$ cat src/rtl/risc_pkg.sv
// Shared scoreboard types: the in-flight slot record, default register count
// and the small match / range helpers used by the scoreboard and its matcher.
package risc_pkg;

  localparam int DEFAULT_NUM_REGS = 16;
  localparam int REG_AW           = $clog2(DEFAULT_NUM_REGS);

  typedef struct packed {
    logic              valid;
    logic              we;
    logic [REG_AW-1:0] idx;
    logic              fwe;
  } sb_slot_t;

  localparam sb_slot_t SLOT_EMPTY = '{valid: 1'b0, we: 1'b0, idx: {REG_AW{1'b0}}, fwe: 1'b0};

  // A slot blocks a register read only if it will write that register; in
  // flag mode only the flag-write bit matters.
  function automatic logic slot_hit(input sb_slot_t s, input logic [REG_AW-1:0] idx,
                                    input logic match_flag);
    slot_hit = s.valid & (match_flag ? s.fwe : (s.we & (s.idx == idx)));
  endfunction

  function automatic logic idx_in_range(input logic [31:0] v, input int n);
    idx_in_range = (v < 32'(n));
  endfunction

endpackage

$ cat src/rtl/risc_sb_match.sv
// Compares one source index (or the flags) against every slot of a slot
// array and reports whether any in-flight instruction will write it.
module risc_sb_match
  import risc_pkg::*;
#(
  parameter int DEPTH      = 3,
  parameter bit MATCH_FLAG = 1'b0
) (
  input  sb_slot_t [DEPTH-1:0] slots,
  input  logic [REG_AW-1:0]    idx,
  output logic                 hit
);

  always_comb begin
    hit = 1'b0;
    for (int i = 0; i < DEPTH; i++) begin
      hit = hit | slot_hit(slots[i], idx, MATCH_FLAG);
    end
  end

endmodule

$ cat src/rtl/risc_scoreboard.sv
// Fixed-latency issue scoreboard: a WB_LAT-deep shift line of in-flight
// writes drives busy/flag_busy and the OF stall. Optional SCOREBOARD_PERF_EN
// adds a saturating stall_cycles counter.
module risc_scoreboard
  import risc_pkg::*;
#(
  parameter int  NUM_REGS    = DEFAULT_NUM_REGS,
  parameter int  WB_LAT      = 3,
  parameter int  NUM_SRC     = 2,
  parameter int  FLUSH_SLOTS = 2,
  localparam int AW          = $clog2(NUM_REGS)
) (
  input  logic                    clk,
  input  logic                    reset,
  input  logic                    issue_valid,
  input  logic                    dst_we,
  input  logic [AW-1:0]           dst_idx,
  input  logic [NUM_SRC-1:0]      src_valid,
  input  logic [NUM_SRC*AW-1:0]   src_idx,
  input  logic                    flag_we,
  input  logic                    flag_rd,
  input  logic                    flush,
  output logic                    stall,
  output logic                    issue_fire,
  output logic [NUM_REGS-1:0]     busy,
  output logic                    flag_busy
`ifdef SCOREBOARD_PERF_EN
  ,
  output logic [31:0]             stall_cycles
`endif
);

  sb_slot_t [WB_LAT-1:0] slots;
  sb_slot_t [WB_LAT-1:0] next_slots;
  sb_slot_t [WB_LAT-1:0] haz_slots;
  sb_slot_t              new_slot;
  logic [NUM_SRC-1:0]    src_hit;
  logic [NUM_SRC-1:0]    src_stall;
  logic                  flag_hit;

  always_comb begin
    if (issue_fire) begin
      new_slot = '{valid: 1'b1, we: dst_we, idx: REG_AW'(dst_idx), fwe: flag_we};
    end else begin
      new_slot = SLOT_EMPTY;
    end
  end

  // Flush kills the youngest FLUSH_SLOTS entries as they move down the line.
  always_comb begin
    next_slots    = slots;
    next_slots[0] = new_slot;
    for (int i = 1; i < WB_LAT; i++) begin
      if (flush && ((i - 1) < FLUSH_SLOTS)) begin
        next_slots[i] = SLOT_EMPTY;
      end else begin
        next_slots[i] = slots[i-1];
      end
    end
  end

  always_ff @(posedge clk or posedge reset) begin
    if (reset) begin
      slots <= {WB_LAT{SLOT_EMPTY}};
    end else begin
      slots <= next_slots;
    end
  end

  always_comb begin
    busy      = {NUM_REGS{1'b0}};
    flag_busy = 1'b0;
    for (int s = 0; s < WB_LAT; s++) begin
      flag_busy = flag_busy | (slots[s].valid & slots[s].fwe);
      for (int r = 0; r < NUM_REGS; r++) begin
        busy[r] = busy[r] | (slots[s].valid & slots[s].we & (slots[s].idx == REG_AW'(r)));
      end
    end
  end

  // The oldest slot is in writeback and its result is readable this cycle,
  // so only the younger WB_LAT-1 slots can block an operand read.
  always_comb begin
    haz_slots           = slots;
    haz_slots[WB_LAT-1] = SLOT_EMPTY;
  end

  for (genvar k = 0; k < NUM_SRC; k++) begin : g_src
    risc_sb_match #(.DEPTH(WB_LAT), .MATCH_FLAG(1'b0)) u_match (
      .slots (haz_slots),
      .idx   (REG_AW'(src_idx[k*AW +: AW])),
      .hit   (src_hit[k])
    );
    assign src_stall[k] = src_valid[k] & src_hit[k]
                        & idx_in_range(32'(src_idx[k*AW +: AW]), NUM_REGS);
  end

  risc_sb_match #(.DEPTH(WB_LAT), .MATCH_FLAG(1'b1)) u_flag_match (
    .slots (haz_slots),
    .idx   ({REG_AW{1'b0}}),
    .hit   (flag_hit)
  );

  always_comb begin
    if (issue_valid) begin
      stall = (|src_stall) | (flag_rd & flag_hit);
    end else begin
      stall = 1'b0;
    end
  end

  assign issue_fire = issue_valid & ~stall & ~flush;

`ifdef SCOREBOARD_PERF_EN
  always_ff @(posedge clk or posedge reset) begin
    if (reset) begin
      stall_cycles <= 32'h0000_0000;
    end else if (stall && (stall_cycles != 32'hFFFF_FFFF)) begin
      stall_cycles <= stall_cycles + 32'd1;
    end
  end
`endif

endmodule

$ cat config.mk
export PLATFORM = sky130hd
export DESIGN_NAME = risc_scoreboard
export DESIGN_NICKNAME = d
export VERILOG_FILES = /design/src/rtl/risc_pkg.sv /design/src/rtl/risc_sb_match.sv /design/src/rtl/risc_scoreboard.sv
export SDC_FILE = /design/constraint.sdc
export NUM_CORES = 1
export LEC_CHECK = 0
export CAP_MARGIN = 5
export CORE_AREA = 4 4 65 67
export DETAILED_ROUTE_END_ITERATION = 8
export DIE_AREA = 0 0 69 71
export PLACE_DENSITY = 0.68
export SLEW_MARGIN = 20
export SYNTH_ARGS = -nofsm -noshare
export SYNTH_HDL_FRONTEND = slang
export SYNTH_SLANG_ARGS = --single-unit
$ cat constraint.sdc
create_clock -name clk -period 1.7 [get_ports clk]
set_input_delay 0.34 -clock clk [delete_from_list [all_inputs] [get_ports clk]]
set_output_delay 0.34 -clock clk [all_outputs]
set_load 0.01 [all_outputs]
# After elaboration in Yosys (flattened, before gate mapping)
# Cells that the tools add are included.
# word_totals
reg_bits,21
in_bits,21
# classes
n_eq_ne,49
muxes,4
n_bitwise,106
reduce_logical,4
# op_table
operator,count
$eq A4 B4 Y1 const B,24
$and A1 B1 Y1,67
$eq A4 B3 Y1 const B,12
$or A1 B1 Y1,37
$eq A4 B2 Y1 const B,6
$mux W7,3
$eq A4 B4 Y1,4
$eq A4 B1 Y1 const B,3
$logic_not A4 Y1,3
$not A1 Y1,2
$reduce_or A2 Y1,1
$mux W1,1

# Depth between registers and ports, before layout
# depth
depth_word,12
ltp_mapped,6
ltp_nobuf,5

# Cells and area by module
# Synthesis repeated with hierarchy kept, for this count alone.
# hier_totals
cells_unflattened,166
area_unflattened_um2,1460.2
# modules_own_cells
module,n_inst,cells_per_inst,area_per_inst_um2,seq_area_each_um2
risc_scoreboard,1,122,1141.1,525.5
risc_sb_match (g_src[0].u_match ...),2,21,152.6,0.0
risc_sb_match (u_flag_match),1,2,13.8,0.0

# Worst setup path before layout
# No wires, ideal clock.
# synth_path
kind,register to output
start,"register, netlist name haz_slots[11]"
end,output stall
arrival_time_ps,1273
t_required_ps,1360
setup_slack_ps,87
stages_incl_launch_ff,7
n_path_buf,1
path_cell_list,dfrtp_1 buf_6 xnor2_2 nand3_2 nor3_2 o21a_4 o21a_1
# synth_via
elab_chain_len,8
# synth_lines
element,line,text
$eq A4 B4 Y1,risc_pkg.sv:21,slot_hit = s.valid & (match_flag ? s.fwe : (s.we & (s.idx == idx)));
$and A1 B1 Y1 (2 in series),risc_pkg.sv:21,
$or A1 B1 Y1,risc_sb_match.sv:17,"hit = hit | slot_hit(slots[i], idx, MATCH_FLAG);"
$and A1 B1 Y1,risc_scoreboard.sv:94,assign src_stall[k] = src_valid[k] & src_hit[k]
$reduce_or A2 Y1 (*),risc_scoreboard.sv:106,stall = (|src_stall) | (flag_rd & flag_hit);
$or A1 B1 Y1 (*),risc_scoreboard.sv:106,
$mux W1 (*),risc_scoreboard.sv:105,if (issue_valid) begin
end: declaration,risc_scoreboard.sv:23,"output logic stall,"
# Every way passes the cells marked *; elsewhere a longest branch is shown, timed or not.

# Worst setup path in the final report
# layout_path
start,"register, netlist name haz_slots[9]"
end,output stall
# layout_via
elab_chain_len,8
# layout_lines
element,line
$eq A4 B4 Y1,risc_pkg.sv:21
$and A1 B1 Y1 (2 in series),risc_pkg.sv:21
$or A1 B1 Y1,risc_sb_match.sv:17
$and A1 B1 Y1,risc_scoreboard.sv:94
$reduce_or A2 Y1 (*),risc_scoreboard.sv:106
$or A1 B1 Y1 (*),risc_scoreboard.sv:106
$mux W1 (*),risc_scoreboard.sv:105
# Marks and branches as above.

==> impl_metrics.csv <==
group,metric,value,unit
die,dieArea,4899,um^2
timing,relSlewSlack,0.7490,
run,max_cap_violations,0,
power,power,1083,uW
hold_path,hp-class,"in -> async",
grt,grt_util_all_layers,0.1786,
placed_design,gp_congestion,0.9652,
clocking,clockBufferDepth,2,
routing,drc,0,
grt,grt_max_degree,22,
logic_synthesis,ys_seq_area_frac,0.3665,
die,die_w,69,um
die,core_area,3633,um^2
logic_synthesis,synth_flop_cell,"dfrtp_1",
layout,layout_commonest_cell,"buf_4",
power,ir_worst_vdd,0.3987,mV
timing,drv_slew,0,
grt,use_met2,0.3294,
logic_synthesis,yosys.area_share.simple,0.3857,
grt,top_usage_layer,"met2",
timing,setup_viol,18,
logic_synthesis,synth.distinct_cells,22,
layout,final_cells,298,
worst_setup_path,worstSetupPathType,"reg -> out",
worst_setup_path,r2r_setup_slack,0.03,ns
logic_synthesis,async_flop_share,1.000,
timing,period_needed,2.040,ns
logic_synthesis,syn_nets,190,
clocking,clk_pin_slew,0.08,ns
timing,worst_pin_slew,0.3757,ns
routing,first_pass_iters,4,
routing,detail_route.iter0.violations,81,
worst_setup_path,arrival,1.70,ns
layout,area_growth_syn_to_layout,67.36,%
grt,grt_util_met1,0.2042,
die,die_h,71,um
logic_synthesis,synth_top_family_by_area,"simple AND/OR/NAND/NOR gates",
placed_design,numPortBuffers,39,
logic_synthesis,synth_mux_area_frac,0,
clocking,cts_buffers,3,
die,fp-row-count,22,
outcome,violations,"setup timing",
logic_synthesis,synth_xor_area_frac,0.1082,
worst_setup_path,critical_path_required,1.36,ns
layout,diodes,0,
worst_setup_path,crit_path_end_kind,"output port",
logic_synthesis,synth_compound_area_frac,0.08988,
grt,grt_util_met3,0.03125,
logic_synthesis,syn_area,1434,um^2
layout,nets,272,
layout,multi_input_area,1072,um^2
grt,grt_first_pass_wirelength,7148,um
clocking,clock_sinks,21,
grt,grt_overflow,0,
layout,layout-drive-gt1-share,0.4960,
logic_synthesis,postSynthAreaPerCell,8.484,um^2
timing,clock_skew,0.002942,ns
layout,stdcell_area,2400,um^2
timing,finalWorstSetupSlack,-0.3399,ns
clocking,cts_root_buf,"clkbuf_8",
placed_design,hpwl,2906,um
logic_synthesis,yosysWarnings,0,
timing,hold_viol,0,
worst_setup_path,path_max_fanout,4,
grt,antenna_found_initial,0,
clocking,h-tree-depth,1,
logic_synthesis,synth_fa_ha_area_frac,0,
grt,grt_pass1_vias,1530,
worst_setup_path,cp_cell_sequence,"buf_6, xor2_1, nor3_1, nand3_1, nand3_4, o21a_1, buf_2",
routing,via_per_inst,5.117,
power,power.density,451.2,nW/um^2
worst_setup_path,critical_path.top_delay_family,"simple AND/OR/NAND/NOR gates",
worst_setup_path,crit_buf_inv,2,
power,p_leak,0.001170,uW
layout,regArea,534.3,um^2
placed_design,dp.cells,282,
worst_setup_path,cpPeakStageDelay,0.46,ns
clocking,cts_tree,"done",
routing,ant_nets,0,
routing,num_vias,1525,
clocking,holdBufCountCts,0,
timing,max_freq,0.4902,GHz
routing,wl,4354,um
die,start_util,0.3946,
die,pin_count,40,
routing,wl_per_cell,14.61,um
outcome,status,"complete, but fails checks",
logic_synthesis,synth-edff-count,0,
worst_setup_path,crit_path_start_kind,"flop",
layout,final_cell_mix,"31 x buf_4, 29 x nand2_1, 18 x buf_2",
worst_setup_path,cp_slowest_cell,"dfrtp_2",
clocking,clkLatencyLatePin,0.26,ns
timing,period_share,1.200,
logic_synthesis,synthCells,169,
logic_synthesis,synth-seq-cells,21,
layout,fillers,317,
timing,rsz0062_at_grt,"yes",
placed_design,place_area,2068,um^2
kinds of logic (layout without fill, tap and decap cells):
family / Yosys count / count (layout)
and+or+nand+nor: 105 / 105
DFF: 21 / 21
AOI/OAI and AO/OA: 16 / 16
xor gates and xnor gates: 16 / 16
buffers and inverters: 11 / 92
worst register-to-register path, cell delays in order, from the launching register on:
cell and delay [ns]:
dfrtp_2 0.46, buf_6 0.13, xor2_1 0.15, nor3_1 0.07, nand3_1 0.12, nand3_4 0.12, buf_4 0.15, buf_4 0.12
buf_4 0.14, nor3_2 0.14
timing repair:
action / in CTS / in global routing
pin swaps: 27 / 14
resized for setup: 145 / 14
setup endpoints to repair: 19 / 19
hold endpoints to repair: 0 / 0
buffers inserted: 14 / 3
layer usage:
metal | vias to the layer above | part of all wire
li1 | 738 | -
met1 | 714 | 0.38
met2 | 64 | 0.53
met3 | 9 | 0.071
met4 | 0 | 0.021
met5 | - | 0
cells in the mapped netlist, types with 2 or more instances:
cell type   n  share of area
nand3_1    22          0.077
buf_6       4          0.031
nand2_1    32          0.084
nor3_1      9          0.031
inv_1       6          0.016
xnor2_1     4          0.024
nor2b_1    19          0.083
nor2_1     13          0.034
xnor2_2     2          0.023
nor3_2      7          0.049
dfrtp_1    21           0.37
xor2_1     10          0.061
a22oi_1    11          0.058
layout make-up:
cell class	count	area share
inverter	6	0.01043
clock inverter	1	0.003128
timing repair buffer	82	0.2748
multi-input combinational	137	0.4468
tap	48	0.02503
clock buffer	3	0.01721
sequential	21	0.2226
worst paths after layout:
path	from	to	cells after the start
setup / recovery	haz_slots[9]	stall	7
hold / removal	reset	haz_slots[7]	3
setup reg to reg	haz_slots[9]	haz_slots[1]	9
hold reg to reg	haz_slots[7]	slots[14]	1
max in group asynchronous	reset	haz_slots[1]	3
min in group clk	haz_slots[7]	slots[14]	1
report_power, final:
| part | leakage (uW) | internal [uW] | switching (uW) |
|---|---|---|---|
| combinational | 0.000873 | 112 | 99.5 |
| clock | 0.0000217 | 166 | 171 |
| sequential | 0.000276 | 514 | 19.5 |
state kept, by name (all words and copies together) (netlist names):
register,flops
haz_slots,14
slots,7
metrics by stage:
step | hold WS, ns | setup TNS, ns | worst slack (ns) | util
finish | 0.4079 | -2.395 | -0.3399 | 0.6605
global route | 0.4699 | -3.883 | -0.3946 | 0.6605
CTS | 0.4137 | -2.110 | -0.2865 | 0.6426
detailed placement | 0.4855 | -6.918 | -0.8923 | 0.5692
global placement | 0.4784 | -6.078 | -0.7765 | 0.5692
floorplan | 0.3165 | 0 | 0.08694 | -
Note: power is estimated with default switching activity, not from simulation.
==> RTL edit (config.mk and constraints unchanged) <==
The option `SCOREBOARD_PERF_EN` is turned on by a define.
--- a/src/rtl/risc_scoreboard.sv
+++ b/src/rtl/risc_scoreboard.sv
@@ -2,4 +2,6 @@
 // writes drives busy/flag_busy and the OF stall. Optional SCOREBOARD_PERF_EN
 // adds a saturating stall_cycles counter.
+`define SCOREBOARD_PERF_EN
+
 module risc_scoreboard
   import risc_pkg::*;
Check against the original RTL (old outputs only; new: stall_cycles): equivalent (equiv_simple and equiv_induct, registers matched by name and starting in step).
==> RTL edit against the original RTL <==
The run now fails in global placement; synthesized area increased by 110%; synthesized cell count up 98%.
==> RTL edit: results (changes against the original RTL) <==
* Synth warn at 0 (unchanged)
* Largest cells by area after synthesis: dfrtp_1, xnor2_1, nand3_1 (was dfrtp_1, nand2_1, nor2b_1)
* Die width at 69 um (unchanged)
* Top FF cell, synth: dfrtp_1 (unchanged)
* Synth top cells by count: dfrtp_1, nand3_1, xnor2_1 (was nand2_1, nand3_1, dfrtp_1)
* Asr flop ratio synth at 100% (unchanged)
* Mapped Cells at 334 (was 169)
* Count of cell types in the netlist at 36 (was 22)
* Status: did not finish (was finished, violations left)
* Post-synthesis sequential area ratio at 43.7% (was 36.6%)
* Post-Syn Nets at 356 (was 190)
* PortBufs at 71 (was 39)
* #FFs+latches synth at 53 (was 21)
* Tool Error: [ERROR GPL-0301] Utilization 112.519 % exceeds 100%.
* Last step reached: global placement
RTL edit: kinds of logic after synthesis:
| kind of cell | after synthesis | synth area share, % |
|---|---|---|
| and+or+nand+nor | 188 | 33.9 |
| adders and majority gates | 1 | 0.412 |
| AOI/OAI and AO/OA | 16 | 4.08 |
| DFF | 53 | 43.7 |
| xor gates and xnor gates | 47 | 13.6 |
| buffers and inverters | 28 | 3.92 |
| muxes | 1 | 0.371 |
